`config.mk`:
```
export PLATFORM = sky130hd
export DESIGN_NAME = irq_ctrl
export DESIGN_NICKNAME = d
export VERILOG_FILES = /design/src/rtl/irq_ctrl_pkg.sv /design/src/rtl/irq_sync.sv /design/src/rtl/irq_ctrl.sv
export SDC_FILE = /design/constraint.sdc
export NUM_CORES = 1
export LEC_CHECK = 0
export CAP_MARGIN = 5
export CORE_MARGIN = 10
export CORE_UTILIZATION = 35
export CTS_BUF_LIST = sky130_fd_sc_hd__clkbuf_16
export DETAILED_ROUTE_END_ITERATION = 10
export PLACE_DENSITY = 0.71
export SLEW_MARGIN = 20
export SYNTH_ARGS = -nofsm -noshare
export SYNTH_HDL_FRONTEND = slang
export SYNTH_SLANG_ARGS = --single-unit
export TNS_END_PERCENT = 50
```
`constraint.sdc`:
```
create_clock -name clk -period 2.17 [get_ports clk]
set_clock_uncertainty 0.15 [all_clocks]
set_input_delay 0.434 -clock clk [delete_from_list [all_inputs] [get_ports clk]]
set_output_delay 0.434 -clock clk [all_outputs]
set_load 0.02 [all_outputs]
```
`src/rtl/irq_ctrl_pkg.sv`:
```
// Shared definitions for the interrupt front-end: bridge word offsets,
// default source count and the CP0 HWInt bit the sources start at.
package irq_ctrl_pkg;

  localparam int N_SRC_DEF  = 6;
  localparam int HWINT_BASE = 2;

  typedef enum logic [1:0] {
    IRQ_PEND  = 2'd0,
    IRQ_MASK  = 2'd1,
    IRQ_MODE  = 2'd2,
    IRQ_CAUSE = 2'd3
  } irq_word_e;

endpackage

```
`src/rtl/irq_sync.sv`:
```
// Single-bit synchroniser: STAGES flops, cleared asynchronously by reset=0.
module irq_sync #(
  parameter int STAGES = 2
) (
  input  logic clk,
  input  logic reset,
  input  logic d,
  output logic q
);

  logic [STAGES-1:0] chain_reg;

  always_ff @(posedge clk or negedge reset) begin
    if (!reset) begin
      chain_reg <= '0;
    end else begin
      chain_reg <= {chain_reg[STAGES-2:0], d};
    end
  end

  assign q = chain_reg[STAGES-1];

endmodule

```
`src/rtl/irq_ctrl.sv`:
```
// Interrupt front-end: synchronise and edge-detect the external lines,
// latch pending requests, mask and prioritise them for CP0.
module irq_ctrl
  import irq_ctrl_pkg::*;
#(
  parameter int               N_SRC       = N_SRC_DEF,
  parameter int               SYNC_STAGES = 2,
  parameter logic [N_SRC-1:0] MASK_RST    = 6'h3f,
  parameter logic [N_SRC-1:0] MODE_RST    = 6'h3f
) (
  input  logic             clk,
  input  logic             reset,
  input  logic [N_SRC-1:0] irq_in,
  input  logic             we,
  input  logic [1:0]       addr,
  input  logic [31:0]      wdata,
  output logic [31:0]      rdata,
  output logic [N_SRC-1:0] hwint,
  output logic             irq_req,
  output logic [2:0]       irq_id,
  input  logic             irq_ack
);

  logic [N_SRC-1:0] s;
  logic [N_SRC-1:0] s_d_reg;
  logic [N_SRC-1:0] rise;
  logic [N_SRC-1:0] ack_sel;
  logic [N_SRC-1:0] pend_reg, pend_next;
  logic [N_SRC-1:0] mask_reg;
  logic [N_SRC-1:0] mode_reg;
  logic             w1c;
  logic             unused_wdata;

  assign unused_wdata = ^wdata[31:N_SRC];
  assign w1c          = we && (addr == IRQ_PEND);
  assign rise         = s & ~s_d_reg;

  // Edge-mode bits: a rise beats any clear arriving in the same cycle.
  // Level-mode bits simply mirror the synchronised line.
  for (genvar gi = 0; gi < N_SRC; gi++) begin : g_src
    irq_sync #(.STAGES(SYNC_STAGES)) u_sync (
      .clk   (clk),
      .reset (reset),
      .d     (irq_in[gi]),
      .q     (s[gi])
    );

    assign ack_sel[gi]   = irq_ack && irq_req && (irq_id == 3'(gi));
    assign pend_next[gi] = mode_reg[gi]
                         ? (rise[gi] | (pend_reg[gi] & ~((w1c & wdata[gi]) | ack_sel[gi])))
                         : s[gi];
  end

  always_ff @(posedge clk or negedge reset) begin
    if (!reset) begin
      s_d_reg  <= '0;
      pend_reg <= '0;
      mask_reg <= MASK_RST;
      mode_reg <= MODE_RST;
    end else begin
      s_d_reg  <= s;
      pend_reg <= pend_next;
      if (we && (addr == IRQ_MASK)) mask_reg <= wdata[N_SRC-1:0];
      if (we && (addr == IRQ_MODE)) mode_reg <= wdata[N_SRC-1:0];
    end
  end

  assign hwint   = pend_reg & mask_reg;
  assign irq_req = |hwint;

  // Lowest index wins: scan downwards so the last hit is the lowest.
  always_comb begin
    irq_id = '0;
    for (int i = N_SRC - 1; i >= 0; i--) begin
      if (hwint[i]) irq_id = 3'(i);
    end
  end

  always_comb begin
    rdata = '0;
    case (addr)
      IRQ_PEND:  rdata = {{(32-N_SRC){1'b0}}, pend_reg};
      IRQ_MASK:  rdata = {{(32-N_SRC){1'b0}}, mask_reg};
      IRQ_MODE:  rdata = {{(32-N_SRC){1'b0}}, mode_reg};
      IRQ_CAUSE: rdata = {irq_req, 28'b0, irq_id};
      default:   rdata = '0;
    endcase
  end

endmodule

```
==> results_dict.tcl <==
set metrics [dict create \
    status "finished with violations" \
    violations "setup timing" \
    yosysUniqueCellTypes 36 \
    critical_path_class "register to output port" \
    synth.area.top_cells "dfrtp_1 34%, dfstp_2 18%, buf_4 11%" \
    vias 1302 \
    cp-start-kind "register" \
    htreeDepth 2 \
    start_util_pct 36.75 \
    cp_num_buf_inv 1 \
    setup_violations 4 \
    synthCells 150 \
    reg2reg_slack_ns 0.49 \
    synth_top_area_share_pct 33.92 \
    grt_pass1_wl_mm 7.038 \
    worst_slack_ns -0.1419 \
    drive_gt1_share_pct 41.59 \
    async_flop_share_pct 100.0 \
    core_sq_um 4817 \
    wirelength_mm 4.390 \
    antenna_found_initial 0 \
    die_w_um 91.12 \
    yosysTopAreaCell "dfrtp_1" \
    hold_viol_final 0 \
    synthToLayoutAreaGrowth_pct 40.85 \
    path_depth 4 \
    synth_common_cells "26 x buf_4, 24 x dfrtp_1, 24 x nand2_1" \
    critPathMaxStageDelay_ns 0.55 \
    final_area_sq_um 2494 \
    ys_warn_count 0 \
    io_pins 86 \
    drc 0 \
    die_area_sq_um 8303 \
    crit_slowest_cell "dfstp_2" \
    largest_reg_flops 12 \
    cts_tree "built" \
    hp-class "register to register" \
    grt_max_degree 37 \
    clockPowerShare_pct 28.5 \
    syn_area_sq_um 1770 \
    die-height_um 91.12 \
    final_max_slew_viol_count 0 \
    p_int_uw 1595 \
    p_sw_uw 704.0 \
    cpLargestDelayFamily "flip-flops" \
    seq_area_frac_synth_pct 51.73 \
    timing.reg2reg.worst_path_depth 5 \
    wl_per_cell_um 14.98 \
    core.rowCount 25 \
    clk_pin_slew_ns 0.05 \
    crit_path_end "rdata[2]" \
    final_net_count 269 \
    sw_frac_of_total_pct 30.62 \
    period_needed_ns 2.312 \
    drv_cap 0 \
    vias_per_cell 4.444 \
    p_seq_share_pct 37.3 \
    io_buffers 34 \
    placed_area_sq_um 2321 \
    avgSynthCellArea_sq_um 11.80 \
    dp_hpwl_mm 3.386 \
    track_usage_pct 10.43 \
    gp_congestion 0.7727 \
    drt_iter0_markers 59 \
    crit_start "mask_reg[3]" \
    powerDensity_nw_per_um2 922.1 \
    worstPathMaxFanout 3 \
    num-fill-cells 445 \
    timing.fmax_mhz 432.5 \
    n_antenna_cell 0 \
    crit_chain "a22oi_2, nor3b_4, mux4_2, buf_6" \
    combPwrFrac_pct 34.2 \
    cts_buffer_depth 2 \
    synth.most_common_cell "buf_4" \
    ys.flop_type "dfrtp_1" \
    timing.final.crit_share_pct 106.5 \
    worst_ep_arrival_time_ns 1.73 \
    cts_sinks 36 \
    endpoint_kind "output port" \
    synth-seq-cells 36 \
    first_global_vias 1409 \
    r2r_start "pend_reg[2]" \
    post-place-ws_ns -0.6260 \
    postRouteAntennaNets 0 \
    grt_overflow 0 \
    vdd_drop_max_mv 0.3554 \
    synth_edf_count 0 \
    postCtsHoldBufs 0 \
    p_leak_uw 0.001206 \
    rsz0062_at_grt "true" \
    clk_latency_ns 0.28 \
    required_ns 1.59 \
    cts-root-buf "clkbuf_16" \
    cts_inserted_buffers 5 \
    first_pass_iters 4 \
    r2r-end "pend_reg[5]" \
]
==> final cells by class <==
cell class              instances  area [sq um]  area share [%]
repair buffers                 72         595.6           23.88
flip-flops and latches         36         915.9           36.73
well taps                      67         83.83           3.362
multi-input cells             107         750.7           30.11
clock inverters                 3         11.26          0.4516
clock buffers                   5         125.1           5.018
inverters                       3         11.26          0.4516
==> metal layers <==
| layer | share of wire [%] | GRT usage, % | routed length (um) | up-vias |
|---|---|---|---|---|
| met5 | 0 | 0 | 0 | - |
| met4 | 2.1 | 4.569 | 93 | 0 |
| met3 | 7.0 | 4.362 | 307 | 9 |
| met2 | 48 | 16.47 | 2121 | 51 |
| met1 | 43 | 12.12 | 1868 | 621 |
| li1 | - | - | - | 621 |
==> layout by cell type, fill, tap and decap left out, drive strengths merged, types with 2 or more instances in the layout <==
cell | Yosys | final
buf | 28 | 49
conb | 1 | 25
dfrtp | 24 | 24
nand2 | 24 | 24
clkdlybuf4s50 | 0 | 15
mux2 | 12 | 12
dfstp | 12 | 12
dlygate4sd2 | 0 | 6
a21oi | 6 | 6
inv | 3 | 5
clkbuf | 0 | 5
o21ai | 4 | 4
a22o | 4 | 4
mux2i | 3 | 3
nand3 | 3 | 3
and2 | 3 | 3
a21o | 2 | 2
mux4 | 2 | 2
nand4 | 2 | 2
clkdlybuf4s15 | 0 | 2
a22oi | 2 | 2
nor3b | 2 | 2
nand2b | 2 | 2
==> power groups by stage <==
stage | clock, uW | combinational, uW | sequential [uW]
floorplan | 0 | 409 | 860
global placement | 0 | 734 | 860
detailed placement | 0 | 749 | 867
CTS | 676 | 749 | 859
global route | 709 | 846 | 869
finish | 656 | 786 | 858
==> worst min-delay path by stage <==
stage | startpoint | end | cells past startpoint
floorplan | reset | g_src[0].u_sync.chain_reg[0] | 0
global placement | g_src[5].u_sync.chain_reg[0] | g_src[5].u_sync.chain_reg[1] | 0
detailed placement | g_src[0].u_sync.chain_reg[0] | g_src[0].u_sync.chain_reg[1] | 0
CTS | g_src[1].u_sync.chain_reg[0] | g_src[1].u_sync.chain_reg[1] | 0
global route | g_src[1].u_sync.chain_reg[0] | g_src[1].u_sync.chain_reg[1] | 0
finish | g_src[1].u_sync.chain_reg[0] | g_src[1].u_sync.chain_reg[1] | 0
==> cell families (layout without fill, tap and decap cells) <==
kind of cell	after synthesis	count (layout)	share of synthesized area (%)
AO/OA/AOI/OAI	24	24	11.24
buffers and inverters	31	83	12.58
flip-flops	36	36	51.73
other	1	25	0.2118
multiplexers	17	17	12.30
AND/OR/NAND/NOR	41	41	11.94
==> what timing repair did <==
| action | 4_1_cts | 5_1_grt |
|---|---|---|
| setup endpoints to repair | 17 | 11 |
| setup buffers | 1 | 3 |
| pin swaps | 4 | 3 |
| cloned | 1 | 0 |
| gates resized for setup | 64 | 12 |
==> stage by stage <==
stage | setup TNS (ns) | power [uW] | hold slack, ns | utilization [%] | cells
3_5_place_dp | -4.136 | 1615 | 0.1847 | 48.18 | 280
2_1_floorplan | 0 | 1268 | -0.01159 | - | 174
4_1_cts | -0.3140 | 2285 | 0.1963 | 51.38 | 290
3_3_place_gp | -3.937 | 1594 | 0.1816 | 48.18 | 280
6_report | -0.2608 | 2299 | 0.1945 | 51.77 | 293
5_1_grt | -0.6546 | 2424 | 0.2018 | 51.77 | 293
Power figures use the tool's default switching activity.
